## src/rtl/serial_frame_receiver.sv

```systemverilog
// -----------------------------------------------------------------------------
// serial_frame_receiver
//
// Deserializes 55-bit frames from the single-wire token link. A frame is one
// start bit (1), 55 data bits LSB first, an optional even-parity bit and one
// stop bit (0). The last good frame is held on RX_Data. It is flagged to the
// consumer through a ready-qualified, registered valid.
//
// Compile-time option:
//   RX_PARITY_EN  - when defined, an even-parity bit follows data bit 54. A
//                   frame is good only if the XOR of the 55 data bits and the
//                   parity bit is 0. The frame is then 58 bits instead of 57.
// -----------------------------------------------------------------------------
module serial_frame_receiver (
  input  logic        Clk_S,
  input  logic        Rst_n,
  input  logic        S_Data,
  input  logic        RX_Ready,
  output logic        RX_Data_Valid,
  output logic [54:0] RX_Data
);

  localparam int unsigned DATA_W   = 55;
  localparam logic [5:0]  LAST_BIT = 6'(DATA_W - 1);

`ifdef RX_PARITY_EN
  typedef enum logic [1:0] {
    ST_IDLE   = 2'd0,
    ST_DATA   = 2'd1,
    ST_PARITY = 2'd2,
    ST_STOP   = 2'd3
  } state_t;
`else
  typedef enum logic [1:0] {
    ST_IDLE = 2'd0,
    ST_DATA = 2'd1,
    ST_STOP = 2'd2
  } state_t;
`endif

  state_t              r_state;
  state_t              w_next_state;
  logic [5:0]          r_bit_cnt;
  logic [DATA_W-1:0]   r_shift;
  logic                r_pending;
  logic                w_start;
  logic                w_last_bit;
  logic                w_parity_ok;
  logic                w_frame_good;

  assign w_last_bit = (r_bit_cnt == LAST_BIT);

`ifdef RX_PARITY_EN
  logic r_parity_ok;

  // Even parity: data bits and the parity bit must XOR to zero.
  always_ff @(posedge Clk_S or negedge Rst_n) begin
    if (!Rst_n) begin
      r_parity_ok <= 1'b0;
    end else if (r_state == ST_PARITY) begin
      r_parity_ok <= ~((^r_shift) ^ S_Data);
    end
  end

  assign w_parity_ok = r_parity_ok;
`else
  assign w_parity_ok = 1'b1;
`endif

  // State register.
  always_ff @(posedge Clk_S or negedge Rst_n) begin
    // NOTE: sequential state uses non-blocking assignments so every register
    // samples the values from before the edge, independent of block order.
    if (!Rst_n) begin
      r_state <= ST_IDLE;
    end else begin
      r_state <= w_next_state;
    end
  end

  // Next-state logic and the per-cycle strobes for frame start and frame accept.
  always_comb begin
    // NOTE: every output of this block gets a default first. A path that
    // leaves a signal unassigned would otherwise infer a latch.
    w_next_state = r_state;
    w_start      = 1'b0;
    w_frame_good = 1'b0;
    unique case (r_state)
      ST_IDLE: begin
        if (S_Data) begin
          w_start      = 1'b1;
          w_next_state = ST_DATA;
        end
      end
      ST_DATA: begin
        if (w_last_bit) begin
`ifdef RX_PARITY_EN
          w_next_state = ST_PARITY;
`else
          w_next_state = ST_STOP;
`endif
        end
      end
`ifdef RX_PARITY_EN
      ST_PARITY: begin
        w_next_state = ST_STOP;
      end
`endif
      ST_STOP: begin
        // A stop bit of 0 with good parity completes a good frame. Either way
        // the receiver returns to IDLE, so a bad frame is simply dropped.
        w_frame_good = ~S_Data & w_parity_ok;
        w_next_state = ST_IDLE;
      end
      default: begin
        w_next_state = ST_IDLE;
      end
    endcase
  end

  // The bit counter is cleared on start and advances once per data bit.
  always_ff @(posedge Clk_S or negedge Rst_n) begin
    if (!Rst_n) begin
      r_bit_cnt <= 6'd0;
    end else if (w_start) begin
      r_bit_cnt <= 6'd0;
    end else if (r_state == ST_DATA) begin
      r_bit_cnt <= r_bit_cnt + 6'd1;
    end
  end

  // Capture each data bit at the index given by the counter. All 55 positions
  // are rewritten every frame, so stale bits never reach RX_Data.
  always_ff @(posedge Clk_S or negedge Rst_n) begin
    // NOTE: the shift register is still reset, so reset fully determines the
    // state and a debug view after reset shows zeros.
    if (!Rst_n) begin
      r_shift <= '0;
    end else if (r_state == ST_DATA) begin
      r_shift[r_bit_cnt] <= S_Data;
    end
  end

  // The output holding register changes only at the stop edge of a good frame.
  always_ff @(posedge Clk_S or negedge Rst_n) begin
    if (!Rst_n) begin
      RX_Data <= '0;
    end else if (w_frame_good) begin
      RX_Data <= r_shift;
    end
  end

  // Pending is set by a good frame and cleared when the next start bit is taken.
  always_ff @(posedge Clk_S or negedge Rst_n) begin
    if (!Rst_n) begin
      r_pending <= 1'b0;
    end else if (w_frame_good) begin
      r_pending <= 1'b1;
    end else if (w_start) begin
      r_pending <= 1'b0;
    end
  end

  // Valid follows pending qualified by ready, one edge late. A start bit taken
  // on the same edge suppresses valid, because that start clears pending.
  always_ff @(posedge Clk_S or negedge Rst_n) begin
    if (!Rst_n) begin
      RX_Data_Valid <= 1'b0;
    end else begin
      RX_Data_Valid <= r_pending & ~w_start & RX_Ready;
    end
  end

endmodule

```

## config.mk

```make
export PLATFORM = sky130hd
export DESIGN_NAME = serial_frame_receiver
export DESIGN_NICKNAME = d
export VERILOG_FILES = /design/src/rtl/serial_frame_receiver.sv
export SDC_FILE = /design/constraint.sdc
export NUM_CORES = 1
export LEC_CHECK = 0
export CAP_MARGIN = 25
export CORE_MARGIN = 1.5
export CORE_UTILIZATION = 50
export CTS_CLUSTER_SIZE = 10
export DETAILED_ROUTE_END_ITERATION = 8
export GPL_TIMING_DRIVEN = 0
export PLACE_DENSITY = 0.74
export SLEW_MARGIN = 20
export SYNTH_ARGS = -nofsm -noshare
export SYNTH_HDL_FRONTEND = slang
export SYNTH_SLANG_ARGS = --single-unit
```

## constraint.sdc

```tcl
create_clock -name Clk_S -period 3.61 [get_ports Clk_S]
set_clock_uncertainty 0.05 [all_clocks]
set_input_delay 0.361 -clock Clk_S [delete_from_list [all_inputs] [get_ports Clk_S]]
set_output_delay 0.361 -clock Clk_S [all_outputs]
set_load 0.1 [all_outputs]
```

# Yosys cells after proc, flatten, opt, wreduce, memory -nomap -nowiden
# Index checks and enable logic that the tools add are counted.
[totals] wordCells=36 in_bits=4 out_inout_bits=56 mem_count=0 latch_bits=0 reg_bits=120 mem_bits_ro=0 ram_bits=0
[classes] n_addsub=1 reduce_logical=5 n_eq_ne=5 n_lt_le_gt_ge=2 div_mod_pow=0 n_shift=0 bitwise_logic=4 mul=0 n_mux=13
[ops] cell="$bwmux W55" n=1
[ops] cell="$mux W6" n=2
[ops] cell="$lt A6 B7 Y1 const B" n=1
[ops] cell="$add A6 B1 Y6 const B" n=1
[ops] cell="$demux W1 S6" n=1
[ops] cell="$eq A6 B6 Y1 const B" n=1
[ops] cell="$ge A6 B1 Y1 const B" n=1
[ops] cell="$mux W1" n=6
[ops] cell="$mux W2" n=2
[ops] cell="$ne A2 B2 Y1 const B" n=2
[ops] cell="$pmux W2 S2" n=1
[ops] cell="$reduce_bool A2 Y1" n=2
[ops] cell="$and A1 B1 Y1" n=2
[ops] cell="$eq A2 B1 Y1 const B" n=1
[ops] cell="$eq A2 B2 Y1 const B" n=1
[ops] cell="$logic_not A2 Y1" n=1
[ops] cell="$not A1 Y1" n=2
[ops] cell="$reduce_and A2 Y1" n=1
[ops] cell="$logic_and A1 B1 Y1" n=1

# Longest topological paths before layout
[depth] ltp_word=5 ltp_mapped=7 ltp_nobuf=5

# Worst setup path before layout
# No wires, ideal clock.
[synth_timing] path_kind="reg-to-reg" start="reg r_state[1]" end="reg r_shift[47]" path_slack_ps=2003 stages_incl_launch_ff=6 arrival_ps=1432 period_less_slack_ps=1607 setup_ps=125 t_required_ps=3435 n_path_buf=2 path_cell_list="dfrtp_1 buf_2 nand2b_1 buf_4 nor3_1 mux2_2"
[synth_between] elab_chain_cells=1
[synth_rtl] item="start: declaration" line_no="41" source="state_t r_state;"
[synth_rtl] item="start signal: assignment" line_no="77" source="r_state <= w_next_state;"
[synth_rtl] item="$eq A2 B1 Y1" line_no="139" source="end else if (r_state == ST_DATA) begin"
[synth_rtl] item="end signal: indexed assignment" line_no="140" source="r_shift[r_bit_cnt] <= S_Data;"
[synth_rtl] item="end: declaration" line_no="44" source="logic [DATA_W-1:0] r_shift;"
# No other way between the ends.
# A chain may end at the register's enable or synchronous reset.

# Worst setup path in the final report
[layout_timing] start="reg RX_Data[45]" end="out RX_Data[45]"
[layout_lines] item="start: declaration" line_no="20" source="output logic [54:0] RX_Data"
[layout_lines] item="start signal: assignment" line_no="149" source="RX_Data <= r_shift;"
# No word-level cell between the ends.

==> flow_summary.toml <==
[run_status]
status = "completed"

[sta]
worst_pin_slew_ns = 0.988
slew_violations = 0
rsz0062_at_grt = "false"
finalCriticalPeriod_ns = 2.44
max-slew-margin-rel_pct = 33.9
fin_tns_setup_ns = 0
finalSetupViolCount = 0
finalHoldViolCount = 0
fmax_ghz = 0.410
finalCritPeriodShare_pct = 67.6
holdWs_ns = 0.366

[grt]
overflow = 0
grt_max_degree = 69
grt_pass1_wl_um = 17100
grt_usage_pct = 20.1
grt_pass1_vias = 3318
antenna_found_initial = 0

[yosys]
synth_xor_area_share_pct = 0
avgSynthCellArea_um2 = 13.9
async_flop_share_pct = 100
synthCells = 370
synthDistinctLibCells = 35
synth_fa_ha_area_share_pct = 0.486
synth_compound_area_share_pct = 1.14
ys_seq_elements = 120
synthesis.area_mm2 = 0.00515
ys.flop_type = "dfrtp_1"
synth_top_family_by_area = "multiplexers"
synth-simple-area-share_pct = 12.8
synth-seq-area-share_pct = 58.3
synthesis.nets = 376
yosysWarnings = 0
synth_edf_count = 0
synth.area.mux_share_pct = 24.2

[finish]
area_growth_syn_to_layout_pct = 27.1
layout_commonest_cell = "dfrtp_1"
fin_util_pct = 66.4
final_cell_mix = "120 x dfrtp_1, 97 x mux2_2, 58 x clkdlybuf4s50_1"
drive_gt1_share_pct = 36.5
final_nets = 456
fin_area_mm2 = 0.00655
fillCellCount = 707
diodes = 0

[placed_design]
place_area_mm2 = 0.00594
numPortBuffers = 59
dpl.hpwl_um = 6710
gp_congestion = 0.865

[floorplanning]
die_area_mm2 = 0.0109
num_io_pins = 60
core_area_mm2 = 0.00986
num_rows = 36
initial_utilization_pct = 52.2
die_w_um = 105
die_h_um = 105

[critical_path]
r2r_end = "r_shift[25]"
crit_type = "reg2out"
reg2regPathDepth = 4
cp_num_buf_inv = 1
slowest_stage = "clkdlybuf4s50_1"
crit_required_ns = 3.20
crit_chain = "clkdlybuf4s50_1"
r2r-start = "r_state[1]"
reg2reg_slack_ns = 1.59
cp-end-kind = "output port"
crit_arrival_ns = 2.03
cp_top_family = "buffers and inverters"
slowest_delay_ns = 1.14
critical_path.max_fanout = 2
start_kind = "flop"

[drt]
num_vias = 3229
drt_pass1_iterations = 4
post_drt_wl_per_cell_um = 17.0
drt-initial-drc-count = 111
routed_wl_um = 10200
viasPerCell = 5.42
ant_nets = 0
drc = 0

[power]
pwr-share-clk_pct = 34.1
p_int_mw = 3.33
p_switching_mw = 1.64
p_total_mw = 4.96
combPwrFrac_pct = 27.8
ir_worst_vdd_uv = 388
p_per_area_mw_per_mm2 = 758
p_leak_nw = 2.82
swShare_pct = 33.0
power_frac_seq_pct = 38.1

[job]
maxCapViolCount = 0

[clocking]
clockBufferDepth = 2
cts_max_level = 4
cts_num_sinks = 120
cts_root_buffer = "clkbuf_8"
insertion_delay_ns = 0.51
tritoncts = "yes"
numCtsBuffers = 17
clkTransAtPathRegs_ns = 0.06

[hold_path]
min_path_type = "in2async"
-- cells in the mapped netlist (all sizes together), types with 2 or more instances --
master / number / share of area (%)
nand4bb: 2 / 0.44
o21ai: 5 / 0.49
dfrtp: 120 / 58
nor2: 6 / 0.44
nor2b: 2 / 0.24
nor4b: 7 / 2.4
nand4b: 3 / 0.63
nor3: 2 / 0.19
nand3: 3 / 0.29
ha: 2 / 0.49
buf: 20 / 2.2
and4b: 2 / 0.39
and4bb: 10 / 2.4
nand2: 49 / 3.6
mux2: 110 / 24
inv: 3 / 0.22
clkbuf: 8 / 0.61
nor3b: 2 / 0.29
nand2b: 2 / 0.24
nor4: 4 / 0.78
-- layout make-up --
class                   instances  area [um2]  share of cell area (%)
flip-flops and latches        120        3000                    45.9
multi-input cells             219        1990                    30.4
repair buffers                 61         629                    9.61
clock buffers                  18         428                    6.53
clock inverters                14         174                    2.66
well taps                     133         166                    2.54
plain buffers                  28         146                    2.24
inverters                       3        11.3                   0.172
-- power groups by stage --
stage	Sequential (mW)	Combinational (mW)	Clock (mW)
after detailed placement	1.91	1.37	0
final	1.89	1.38	1.69
after global routing	1.94	1.48	1.77
after global placement	1.90	1.32	0
after CTS	1.89	1.39	1.72
after floorplan	2.07	0.823	0
-- per-layer routing --
layer | track usage, % | part of all wire [%] | vias up
li1 | - | - | 1466
met1 | 25.7 | 44 | 1659
met2 | 32.9 | 49 | 85
met3 | 4.70 | 4.9 | 19
met4 | 8.13 | 1.6 | 0
met5 | 0 | 0 | -
-- logic make-up (layout without fill, tap and decap cells) --
group / after synthesis / count (layout)
flip-flops: 120 / 120
multiplexers: 111 / 111
AND/OR/NAND/NOR: 97 / 97
buffers and inverters: 31 / 124
AO/OA/AOI/OAI: 9 / 9
adder cells (fa/ha/maj): 2 / 2
-- registers in the layout, summed over array words and instances, names as in the netlist --
register	cells
r_pending	1
r_shift	55
r_bit_cnt	6
RX_Data	55
r_state	2
RX_Data_Valid	1
-- through the flow --
step / cells / setup slack (ns)
floorplan: 370 / 2.00
CTS: 596 / 1.16
detailed placement: 563 / 1.33
global route: 596 / 1.13
finish: 596 / 1.17
global placement: 562 / -2.31
-- what timing repair did --
action | CTS | global route
resized for setup | 0 | 0
setup buffers | 0 | 0
endpoints found under the hold margin | 67 | 0
hold buffers | 1 | 0
setup endpoints to repair | 0 | 0
-- worst max-delay path by stage --
stage,from,to,cells past startpoint
floorplan,r_state[1],r_shift[47],5
global placement,Rst_n,RX_Data[28],1
detailed placement,S_Data,RX_Data[47],5
CTS,RX_Data[22],RX_Data[22],1
global route,RX_Data[27],RX_Data[27],1
finish,RX_Data[45],RX_Data[45],1
(Power assumes the default switching activity.)
==> edit: new RTL, same settings <==
The option `RX_PARITY_EN` is turned on by a define.
--- a/src/rtl/serial_frame_receiver.sv
+++ b/src/rtl/serial_frame_receiver.sv
@@ -11,6 +11,8 @@
 //                   frame is good only if the XOR of the 55 data bits and the
 //                   parity bit is 0. The frame is then 58 bits instead of 57.
 // -----------------------------------------------------------------------------
+`define RX_PARITY_EN
+
 module serial_frame_receiver (
   input  logic        Clk_S,
   input  logic        Rst_n,
Function: same outputs for any inputs over 10 cycles, from zero or initial values and one cycle with Rst_n low; that may be too few to reach the edited logic, so the function may still have changed.
==> edit against the original RTL <==
Wire length rose by 11%; register-to-register slack worse by 0.39 ns; synthesized area grew 6.0%; via count is 7.0% higher; sequential cell count up 1; synthesized cell count increased by 14%; critical path type unchanged; cell area is 5.6% higher; core utilization decreased by 0.29 points; setup slack lost 0.011 ns; first-iteration DRC count increased by 56%; highest routed layer unchanged; largest cell class unchanged.
Power is left out: the tool's default activity adds up to more than one toggle a clock period on the data nets, which glitch-free logic cannot reach.
==> edit: results (changes against the original RTL) <==
- Status: finished clean
- Fin nets: 515 (+13%)
- Antenna violations before repair: 0 (unchanged)
- # diodes: 0 (unchanged)
- Register area share after synthesis: 55.4% (-2.9 points)
- Synth area leaders: dfrtp_1, mux2_2, xnor2_1, nand2_1, nor2_1
- Initial DRC Count: 173 (+56%)
- Resize count post-CTS: 0 (unchanged)
- Largest regs: RX_Data: 55 flops, r_shift: 55 flops, r_bit_cnt: 6 flops
- Slowest CP cell: clkdlybuf4s50_1
- Syn Area/Cell: 12.9 sq um (-7.2%)
- Data arrival, critical path: 2.04 ns
- Post-DP Area: 0.00628 sq mm (+5.8%)
- First-pass GRT wire length: 19,200 microns (+13%)
- Synth top cells by count: dfrtp_1, mux2_2, xnor2_1
- DR vias: 3,456 (+7.0%)
- TritonCTS buffer count: 17 (unchanged)
- Max_slew headroom: 34.4% (+0.46 points)
- CP peak stage delay: 1.15 ns
- Mux cell area share after synthesis: 23.2% (-1.1 points)
- Compound-Gate Fraction of Synth Area: 0.779% (-0.36 points)
- Synth unique cells: 28 (-20%)
- Post-synthesis xor/xnor area fraction: 9.48% (+9.5 points)
- HP Class: in -> async
- Mean routed wirelength per cell: 17.3 microns (+1.7%)
- Post-CTS setup buffers: 0 (unchanged)
- H-tree depth: 4 (unchanged)
- Detailed Place HPWL: 7620 microns (+14%)
- Worst-path clk slew: 0.06 ns (about the same)
- CTS max path bufs: 2 (unchanged)
- Fill cells: 805 (+14%)
- Place WS: 0.746 ns (-0.583 ns)
- Largest net degree at the start of global routing: 73 (+5.8%)
- Synth Warn #: 0 (unchanged)
- Crit Path Max Fanout: 2 (unchanged)
- Async set-reset flop share out of synthesis: 100% (unchanged)
- Gpl congestion: 0.887 (+2.5%)
- Vias in the first global route: 3,693 (+11%)
- Synth Area in Adders: 1.60% (+1.1 points)
- DR pass1 iterations: 4 (unchanged)
- Remaining global-route overflow: 0 (unchanged)
- I/O Buffers: 59 (unchanged)
- Root Driver: clkbuf_8
- Hold buffer count at CTS: 1 (unchanged)
- Share of layout cells above drive strength 1: 29.5% (-7.0 points)
- GRT Total Usage: 21.9% (+1.8 points)
- Syn_nets: 434 (+15%)
- Family with the most delay on the worst path: buffers and inverters
- Worst R2R Path Depth: 5 (+1)
- Worst skew pair latency: 0.51 ns (about the same)
- Vias per cell: 5.30 (-2.2%)
- Inst Count DP: 620 (+10%)
==> edit: changes by cell type after synthesis, moves of 5 or more <==
cell,before,now
xnor2_1,0,45
ha_1,2,7
buf_2,14,0
and4bb_2,8,0
mux2_2,97,111
buf_4,6,0
xor2_1,0,9
nor2_1,6,35
clkbuf_1,7,17
mux2_1,13,0
nor4b_2,5,0
nand2_1,49,39
==> edit: path summary, 6_finish.rpt <==
kind                             start            end  slack, ns
setup / recovery           RX_Data[29]    RX_Data[29]       1.16
hold / removal                   Rst_n    RX_Data[24]       0.39
setup reg to reg            r_state[0]    RX_Data[21]       1.20
hold reg to reg              r_pending      r_pending       0.42
max in group asynchronous        Rst_n    RX_Data[52]       2.44
min in group Clk_S            RX_Ready  RX_Data_Valid       0.40
==> edit: per-layer routing <==
layer | vias up | track usage [%] | wire length (microns)
met3 | 14 | 4.42 | 536
met1 | 1761 | 28.7 | 4960
met4 | 0 | 9.21 | 183
li1 | 1592 | - | -
met5 | - | 0 | 0
met2 | 89 | 35.5 | 5620
==> edit: cell type report <==
| cell class | count | area (sq um) | share of cell area (%) |
|---|---|---|---|
| flip-flops and latches | 121 | 3030 | 43.8 |
| plain buffers | 18 | 67.6 | 0.977 |
| multi-input cells | 280 | 2370 | 34.3 |
| inverters | 4 | 15.0 | 0.217 |
| clock buffers | 21 | 459 | 6.64 |
| well taps | 136 | 170 | 2.46 |
| repair buffers | 62 | 637 | 9.21 |
| clock inverters | 10 | 166 | 2.41 |
==> edit: kinds of logic (layout without fill, tap and decap cells) <==
family / after synthesis / count (layout)
DFF: 121 / 121
muxes: 112 / 112
and+or+nand+nor: 98 / 98
AOI/OAI and AO/OA: 7 / 7
buffers and inverters: 22 / 115
adders and majority gates: 7 / 7
xor gates and xnor gates: 56 / 56
